File: config.mk
export PLATFORM = sky130hd
export DESIGN_NAME = mem_addr_seq
export DESIGN_NICKNAME = d
export VERILOG_FILES = /design/src/rtl/mem_seq_pkg.sv /design/src/rtl/mem_src_mux.sv /design/src/rtl/mem_addr_seq.sv
export SDC_FILE = /design/constraint.sdc
export NUM_CORES = 1
export LEC_CHECK = 0
export CAP_MARGIN = 30
export CORE_UTILIZATION = 25
export CTS_BUF_LIST = sky130_fd_sc_hd__clkbuf_16
export DETAILED_ROUTE_END_ITERATION = 7
export GPL_TIMING_DRIVEN = 0
export PLACE_DENSITY = 0.6
export SLEW_MARGIN = 20
export SYNTH_ARGS = -nofsm -noshare
export SYNTH_HDL_FRONTEND = slang
export SYNTH_SLANG_ARGS = --single-unit
File: constraint.sdc
create_clock -name clk -period 5.2 [get_ports clk]
set_clock_uncertainty 0.15 [all_clocks]
set_input_delay 1.04 -clock clk [delete_from_list [all_inputs] [get_ports clk]]
set_output_delay 1.04 -clock clk [all_outputs]
set_load 0.02 [all_outputs]
File: src/rtl/mem_seq_pkg.sv
// Shared definitions for the memory-address sequencer: source select codes,
// sequencer states, default exception vectors and an alignment helper.
package mem_seq_pkg;

  localparam logic [2:0] SRC_PC     = 3'd0;
  localparam logic [2:0] SRC_ALUOUT = 3'd1;
  localparam logic [2:0] SRC_VEC0   = 3'd2;
  localparam logic [2:0] SRC_ALURES = 3'd3;
  localparam logic [2:0] SRC_VEC1   = 3'd4;

  localparam int unsigned VEC0_DEF = 252;
  localparam int unsigned VEC1_DEF = 253;

  typedef enum logic [2:0] {
    IDLE  = 3'd0,
    ISSUE = 3'd1,
    WAIT  = 3'd2,
    DONE  = 3'd3,
    ERR   = 3'd4
  } seq_state_e;

  // BEATS is a power of two, so the low bits decide alignment.
  function automatic logic is_misaligned(input logic [31:0] addr, input int unsigned beats);
    return (addr & (beats - 32'd1)) != 32'd0;
  endfunction

endpackage

File: src/rtl/mem_src_mux.sv
// Address source selector: resolves src_sel to an ADDR_W-bit address and
// flags illegal codes and exception-vector sources.
module mem_src_mux
  import mem_seq_pkg::*;
#(
  parameter int unsigned ADDR_W = 8,
  parameter int unsigned VEC0   = VEC0_DEF,
  parameter int unsigned VEC1   = VEC1_DEF
) (
  input  logic [2:0]        src_sel_i,
  input  logic [31:0]       pc_i,
  input  logic [31:0]       alu_out_i,
  input  logic [31:0]       alu_result_i,
  output logic [ADDR_W-1:0] addr_o,
  output logic              illegal_o,
  output logic              is_vector_o
);

  logic [31:0] sel_full_s;
  logic        unused_sel_bits_s;

  // Pick the full 32-bit source; vectors are constants.
  always_comb begin
    sel_full_s  = 32'd0;
    illegal_o   = 1'b0;
    is_vector_o = 1'b0;
    case (src_sel_i)
      SRC_PC:     sel_full_s = pc_i;
      SRC_ALUOUT: sel_full_s = alu_out_i;
      SRC_ALURES: sel_full_s = alu_result_i;
      SRC_VEC0: begin
        sel_full_s  = 32'(VEC0);
        is_vector_o = 1'b1;
      end
      SRC_VEC1: begin
        sel_full_s  = 32'(VEC1);
        is_vector_o = 1'b1;
      end
      default:    illegal_o = 1'b1;
    endcase
  end

  assign addr_o            = sel_full_s[ADDR_W-1:0];
  assign unused_sel_bits_s = ^sel_full_s;

endmodule

File: src/rtl/mem_addr_seq.sv
// Multi-beat memory address sequencer: latches a base from the selected source
// and walks base+0 .. base+BEATS-1 with MEM_LAT wait cycles per beat.
module mem_addr_seq
  import mem_seq_pkg::*;
#(
  parameter int unsigned ADDR_W    = 8,
  parameter int unsigned BEATS     = 4,
  parameter int unsigned MEM_LAT   = 1,
  parameter int unsigned VEC0      = VEC0_DEF,
  parameter int unsigned VEC1      = VEC1_DEF,
  parameter int unsigned ALIGN_CHK = 1
) (
  input  logic              clk,
  input  logic              reset,
  input  logic              start,
  input  logic [2:0]        src_sel,
  input  logic [31:0]       pc_output,
  input  logic [31:0]       alu_out_output,
  input  logic [31:0]       alu_result,
  output logic [ADDR_W-1:0] mem_addr,
  output logic              mem_rd,
  output logic              beat_valid,
  output logic [3:0]        beat_idx,
  output logic              busy,
  output logic              done,
  output logic              err
);

  localparam logic [3:0] LAST_BEAT = 4'(BEATS - 32'd1);
  localparam logic [2:0] LAT_C     = 3'(MEM_LAT);

  seq_state_e        state_q, state_d;
  logic [3:0]        beat_q, beat_d;
  logic [2:0]        lat_q, lat_d;
  logic [ADDR_W-1:0] base_q, base_d;

  logic [ADDR_W-1:0] src_addr_s;
  logic              src_illegal_s, src_is_vec_s, reject_s, active_d_s;

  logic [ADDR_W-1:0] mem_addr_q, mem_addr_d;
  logic [3:0]        beat_idx_q, beat_idx_d;
  logic              mem_rd_q, mem_rd_d, beat_valid_q, beat_valid_d;
  logic              busy_q, busy_d, done_q, done_d, err_q, err_d;

  mem_src_mux #(
    .ADDR_W (ADDR_W),
    .VEC0   (VEC0),
    .VEC1   (VEC1)
  ) u_src_mux (
    .src_sel_i    (src_sel),
    .pc_i         (pc_output),
    .alu_out_i    (alu_out_output),
    .alu_result_i (alu_result),
    .addr_o       (src_addr_s),
    .illegal_o    (src_illegal_s),
    .is_vector_o  (src_is_vec_s)
  );

  // Vectors are exempt from the alignment rule.
  assign reject_s = src_illegal_s ||
                    ((ALIGN_CHK != 32'd0) && !src_is_vec_s &&
                     is_misaligned(32'(src_addr_s), BEATS));

  // Next-state logic for the sequencer FSM and its counters.
  always_comb begin
    state_d = state_q;
    beat_d  = beat_q;
    lat_d   = lat_q;
    base_d  = base_q;
    case (state_q)
      IDLE: begin
        if (!start) begin
          state_d = IDLE;
        end else if (reject_s) begin
          state_d = ERR;
        end else begin
          base_d  = src_addr_s;
          beat_d  = 4'd0;
          lat_d   = 3'd0;
          state_d = ISSUE;
        end
      end
      ISSUE: begin
        if (MEM_LAT != 32'd0) begin
          state_d = WAIT;
          lat_d   = 3'd1;
        end else if (beat_q == LAST_BEAT) begin
          state_d = DONE;
        end else begin
          beat_d = beat_q + 4'd1;
        end
      end
      WAIT: begin
        if (lat_q != LAT_C) begin
          lat_d = lat_q + 3'd1;
        end else if (beat_q == LAST_BEAT) begin
          lat_d   = 3'd0;
          state_d = DONE;
        end else begin
          lat_d   = 3'd0;
          beat_d  = beat_q + 4'd1;
          state_d = ISSUE;
        end
      end
      DONE, ERR: begin
        state_d = IDLE;
        beat_d  = 4'd0;
        lat_d   = 3'd0;
      end
      default: begin
        state_d = IDLE;
        beat_d  = 4'd0;
        lat_d   = 3'd0;
      end
    endcase
  end

  // Outputs are decoded from the next state so they can be registered.
  always_comb begin
    active_d_s   = (state_d == ISSUE) || (state_d == WAIT);
    mem_addr_d   = active_d_s ? (base_d + ADDR_W'(beat_d)) : {ADDR_W{1'b0}};
    beat_idx_d   = active_d_s ? beat_d : 4'd0;
    mem_rd_d     = (state_d == ISSUE);
    beat_valid_d = ((state_d == ISSUE) && (MEM_LAT == 32'd0)) ||
                   ((state_d == WAIT) && (lat_d == LAT_C));
    busy_d       = (state_d != IDLE);
    done_d       = (state_d == DONE);
    err_d        = (state_d == ERR);
  end

  // State, counters, base and registered outputs.
  always_ff @(posedge clk or posedge reset) begin
    if (reset) begin
      state_q      <= IDLE;
      beat_q       <= 4'd0;
      lat_q        <= 3'd0;
      base_q       <= {ADDR_W{1'b0}};
      mem_addr_q   <= {ADDR_W{1'b0}};
      beat_idx_q   <= 4'd0;
      mem_rd_q     <= 1'b0;
      beat_valid_q <= 1'b0;
      busy_q       <= 1'b0;
      done_q       <= 1'b0;
      err_q        <= 1'b0;
    end else begin
      state_q      <= state_d;
      beat_q       <= beat_d;
      lat_q        <= lat_d;
      base_q       <= base_d;
      mem_addr_q   <= mem_addr_d;
      beat_idx_q   <= beat_idx_d;
      mem_rd_q     <= mem_rd_d;
      beat_valid_q <= beat_valid_d;
      busy_q       <= busy_d;
      done_q       <= done_d;
      err_q        <= err_d;
    end
  end

  assign mem_addr   = mem_addr_q;
  assign mem_rd     = mem_rd_q;
  assign beat_valid = beat_valid_q;
  assign beat_idx   = beat_idx_q;
  assign busy       = busy_q;
  assign done       = done_q;
  assign err        = err_q;

endmodule

==> results of run 1 <==
-- area by class of cell --
class	count	area (um2)	area share
multi-input combinational	141	914.6	0.3537
inverter	12	45.04	0.01742
timing repair buffer	46	460.4	0.1780
buffer	5	28.78	0.01113
tap	99	123.9	0.04790
clock buffer	5	125.1	0.04838
sequential	35	875.8	0.3387
clock inverter	3	12.51	0.004838
-- path summary, 6_finish.rpt --
path                            cells after the start     endpoint  slack [ns]
worst max-delay path                               15  mem_addr[7]        0.64
worst min-delay path                                2    base_q[0]        0.35
worst max register to register                     14  mem_addr[7]        1.72
worst min register to register                      2    base_q[0]        0.35
max in group asynchronous                           2         done        3.35
min in group asynchronous                           2  mem_addr[3]        1.07
-- metrics by stage --
step / util / area (um2) / std cells / worst slack [ns]
after detailed placement: 0.3394 / 2449 / 338 / 0.3341
after global routing: 0.3585 / 2586 / 346 / 0.3312
after global placement: 0.3394 / 2449 / 338 / 0.3640
after floorplan: - / 1864 / 193 / 1.303
final: 0.3585 / 2586 / 346 / 0.6442
after CTS: 0.3585 / 2586 / 346 / 0.6231
-- worst max-delay path, stage by stage --
cell and delay (ns):
clkdlybuf4s50_1 0.53, buf_2 0.24, nor3_1 0.11, o32ai_4 0.43, a21boi_1 0.23, or2_0 0.27
a22o_1 0.24, ha_1 0.30, a21o_1 0.16, a21oi_1 0.18, nor2b_1 0.08, nor2_1 0.22
nor3b_1 0.10, or3_1 0.35, a21oi_1 0.13
-- cells by family after synthesis --
logic type,share of synthesized area
and+or+nand+nor,0.2195
AOI/OAI and AO/OA,0.1517
DFF,0.4698
buffers and inverters,0.03960
muxes,0.06577
adders and majority gates,0.04430
xor gates and xnor gates,0.009398
-- power by group --
group | internal (mW) | switching (mW) | total [mW] | leakage (nW)
sequential | 0.355 | 0.0384 | 0.393 | 0.454
combinational | 0.202 | 0.255 | 0.457 | 0.624
clock | 0.173 | 0.103 | 0.276 | 0.0762
-- layout by cell type, fill, tap and decap left out, drive strengths merged, types with 3 or more instances in the layout --
| cell type | count |
|---|---|
| and2 | 5 |
| inv | 14 |
| nor2 | 21 |
| nor3 | 5 |
| nor2b | 4 |
| nand2b | 6 |
| a21o | 3 |
| nor3b | 4 |
| nand3 | 4 |
| a21oi | 13 |
| o22ai | 4 |
| mux2i | 4 |
| clkbuf | 7 |
| buf | 3 |
| nand2 | 18 |
| dfrtp | 35 |
| ha | 5 |
| clkdlybuf4s50 | 46 |
| o21ai | 15 |
| or2 | 4 |
| mux2 | 7 |
-- routing by layer --
layer  wire length (um)  vias up
li1                   -      774
met4                 27        0
met1               1740      706
met5                  0        -
met3                228        4
met2               2000       54
-- sequential cells by signal, summed over array words and instances, names as in the netlist --
| name | count |
|---|---|
| err | 1 |
| beat_idx | 4 |
| beat_q | 4 |
| done | 1 |
| mem_addr | 8 |
| busy | 1 |
| mem_rd | 1 |
| beat_valid | 1 |
| base_q | 8 |
| lat_q | 3 |
| state_q | 3 |
==> out/metrics.cfg, run 1 <==
[detailed_routing]
first_pass_iters=4
via_count=1538
wl_mm=3.997
drt_drc_violations_left=0
viasPerCell=4.445
wl_per_cell_um=11.55
ant_nets=0
drt_iter0_drc=37

[synthesis]
yosysMostFrequentCell=dfrtp_1
synth_common_cells=dfrtp_1, nor2_1, nand2_1
synth_cell_type_count=43
synth_cells=193
async_flop_share=1.000
ys.flop_type=dfrtp_1
netlist_area_um2=1864
yosys.area.top_type_share=0.4698
ys_seq_area_frac=0.4698
yosys-top-cells-area=dfrtp_1, nor2_1, o21ai_0, a21oi_1, ha_1
syn_avg_cell_area_um2=9.660
synth_edf_count=0
yosys.area.top_type=dfrtp_1
synth_seq_cells=35
yosys_warnings=0
synth_fp_nets=301

[setup_path]
critPathKind=in2reg
worstPathArrival_ns=4.60
worst-path-max-fanout=10
cp-startpoint=src_sel[1]
worstSetupEndpointType=flip-flop
crit_path_start_kind=input pin
r2r_start=beat_q[0]
worstPathRequired_ns=5.25

[global_route]
grtUsageMet1=0.1370
use_met3=0.03451
grt-ovfl-total=0
met2_usage=0.2077
top_usage_layer=met2
antenna_found_initial=0
grt_pass1_vias=1657
grt_pass1_wl_mm=7.162
grt_max_degree=36
track_usage=0.1182

[sta]
layout_min_cycle_time_ns=4.556
rsz0062_at_grt=false
finalSetupViolations=0
hold_viol_final=0
tightest_slew_ns=0.7397
relSlewSlack=0.5061
finalSetupTns_ns=0
slew_violations=0
fin_hold_ws_ns=0.3509
post-route-period-util=0.8761
timing.fmax_mhz=219.5

[floorplanning]
core_um2=7214
die_h_um=88.36
die_w_um=88.36
ios=119
row_count=31
dieArea_um2=7807
start_util=0.2584

[finish]
nFillCells=760
nets=354
drive_gt1_frac=0.08502
area_growth_pct=38.72
diodes=0

[cts]
ctsResizeCount=0
holdBufCountCts=0
cts.clk_slew.worst_paths_ns=0.05
cts_setup_buffers=0
htree_num_levels=2
cts_tree=built
clock_latency_ns=0.27
cts_root_buf=clkbuf_16
clock_sinks=35
cts_made_buffers=5
clockBufferDepth=2

[placed_design]
hpwl_mm=3.147
io_buffers=46
globalplace.congestion=0.7986

[flow_run]
maxCapViolations=0

[power_and_ir_drop]
p_per_area_nw_per_um2=435.3
p_leak_nw=1.154
p_total_mw=1.126
peakVddDrop_mv=0.1237

[min_path]
hp-class=reg2reg
hp-start=base_q[0]

[status]
status=finished, final reports clean

Note: power is estimated with default switching activity, not from simulation.
==> run 2, diff against run 1 <==
--- a/config.mk
+++ b/config.mk
@@ -6,6 +6,7 @@
 export NUM_CORES = 1
 export LEC_CHECK = 0
 export CAP_MARGIN = 30
+export CORE_MARGIN = 5
 export CORE_UTILIZATION = 25
 export CTS_BUF_LIST = sky130_fd_sc_hd__clkbuf_16
 export DETAILED_ROUTE_END_ITERATION = 7
==> run 2 against run 1 <==
  * Core utilization down 0.088 points
  * Total power up 1.0%
  * Clock power up 4%
  * Setup slack worse by 0.0025 ns
  * Routed wire length up 0.23%
  * Maximum frequency hardly changed
  * Highest routed layer unchanged
  * Count of clock-buffer cells in the layout stayed put
  * Die area grew 19%
==> out/metrics.cfg, run 2 (synthesis gave the netlist of run 1 again) <==
[sta]
timing.fmax_mhz=219.4  ; about the same
slew_violations=0  ; unchanged
tightest_slew_ns=0.7300  ; -0.009674 ns
setup_ws_ns=0.6416  ; -0.002514 ns
relSlewSlack=0.5082  ; +0.002025
finalSetupTns_ns=0  ; unchanged
finalSetupViolations=0  ; unchanged
post-route-period-util=0.8766  ; about the same
hold_viol_final=0  ; unchanged
layout_min_cycle_time_ns=4.558  ; +0.002514 ns
rsz0062_at_grt=false

[global_route]
track_usage=0.09792  ; -0.02023
top_usage_layer=met2
grt_max_degree=36  ; unchanged
grt-ovfl-total=0  ; unchanged
grt_pass1_vias=1610  ; -2.8%
grtUsageMet1=0.1229  ; -0.01408
antenna_found_initial=0  ; unchanged
grt_pass1_wl_mm=7.148  ; -0.20%
met2_usage=0.1587  ; -0.04898
use_met3=0.02893  ; -0.005586

[floorplanning]
core_um2=7253  ; +0.54%
dieArea_um2=9284  ; +19%
ios=119  ; unchanged
die_h_um=96.36  ; +9.1%
row_count=31  ; unchanged
die_w_um=96.36  ; +9.1%
start_util=0.2570  ; -0.001382

[placed_design]
globalplace.congestion=0.8187  ; +2.5%
io_buffers=46  ; unchanged
placed_cells=338  ; unchanged
pre_cts_ws_ns=0.3495  ; +0.01535 ns
place_area_um2=2449  ; unchanged
hpwl_mm=3.198  ; +1.6%

[cts]
ctsResizeCount=0  ; unchanged
cts_made_buffers=5  ; unchanged
cts_tree=built
htree_num_levels=2  ; unchanged
clock_sinks=35  ; unchanged
cts_root_buf=clkbuf_16
cts.clk_slew.worst_paths_ns=0.06  ; about the same
cts_setup_buffers=0  ; unchanged
holdBufCountCts=0  ; unchanged
clock_latency_ns=0.28  ; about the same
clockBufferDepth=2  ; unchanged

[detailed_routing]
via_count=1529  ; -0.59%
viasPerCell=4.419  ; -0.59%
drt_iter0_drc=44  ; +19%
first_pass_iters=4  ; unchanged
wl_mm=4.006  ; +0.23%
drt_drc_violations_left=0  ; unchanged
ant_nets=0  ; unchanged
wl_per_cell_um=11.58  ; +0.23%

[setup_path]
slowest_stage=clkdlybuf4s50_1
crit_top_cell=a21oi_1
worstPathRequired_ns=5.24  ; about the same
worstSetupEndpointType=flip-flop
worstPathArrival_ns=4.60  ; about the same
cp_cell_sequence=clkdlybuf4s50_1 -> buf_2 -> nor3_1 -> o32ai_4 -> a21boi_1 -> or2_0 -> a22o_1 -> ha_1 -> a21o_1 -> a21oi_1 -> nor2b_1 -> nor2_1 -> nor3b_1 -> or3_1 -> a21oi_1
slowest_delay_ns=0.53  ; about the same
crit_path_start_kind=input pin
worst-path-max-fanout=10  ; unchanged
critPathKind=in2reg

[finish]
drive_gt1_frac=0.09312  ; +0.008097
fin_util=0.3576  ; -0.0008820
fin_area_um2=2594  ; +0.29%
final_cell_mix=clkdlybuf4s50_1, dfrtp_1, nor2_1
area_growth_pct=39.13
final_cells=346  ; unchanged
layout_commonest_cell=clkdlybuf4s50_1
diodes=0  ; unchanged
nets=354  ; unchanged

[status]
status=finished, final reports clean

[power_and_ir_drop]
peakVddDrop_mv=0.1656  ; +34%
p_leak_nw=1.144  ; -0.90%
p_per_area_nw_per_um2=438.4  ; +0.73%

[min_path]
hp-class=reg2reg

[flow_run]
maxCapViolations=0  ; unchanged

## run 2: metal layers
layer / vias up / share of wire / wire length (um)
li1: 773 / - / -
met5: - / 0 / 0
met1: 703 / 0.45 / 1812
met2: 46 / 0.46 / 1838
met3: 7 / 0.074 / 297
met4: 0 / 0.014 / 58
## run 2: critical path: cells and delay by family
kind            cells  cell delay [ns]
compound gates      6             1.39
fa+ha+maj           1             0.30
buf+inv             2             0.77
simple gates        6             1.11
## run 2: where the power goes
part / switching (mW) / internal, mW / total [mW]
Sequential: 0.0376 / 0.354 / 0.392
Combinational: 0.256 / 0.201 / 0.458
Clock: 0.112 / 0.176 / 0.288
## run 2: area by class of cell
type                            instances  area [um2]
Fill cell                             750        4659
Multi-Input combinational cell        141       914.6
Sequential cell                        35       875.8
Timing Repair Buffer                   46       460.4
Clock buffer                            5       125.1
Tap cell                               99       123.9
Inverter                               12       45.04
Buffer                                  5       28.78
Clock inverter                          3       20.02
## run 2: worst paths after layout
path / start / to / slack [ns] / depth (start not counted)
worst max-delay path: src_sel[1] / mem_addr[7] / 0.64 / 15
worst min-delay path: base_q[7] / base_q[7] / 0.35 / 2
worst max register to register: state_q[1] / mem_addr[7] / 1.80 / 13
worst min register to register: base_q[7] / base_q[7] / 0.35 / 2
max in group asynchronous: reset / busy / 3.39 / 2
min in group asynchronous: reset / mem_addr[1] / 1.05 / 2
## run 2: metrics by stage
step,power [mW],hold WS (ns)
floorplan,0.6866,0.3086
global placement,0.8563,0.3349
detailed placement,0.8640,0.3430
CTS,1.157,0.3539
global route,1.233,0.3814
finish,1.137,0.3484
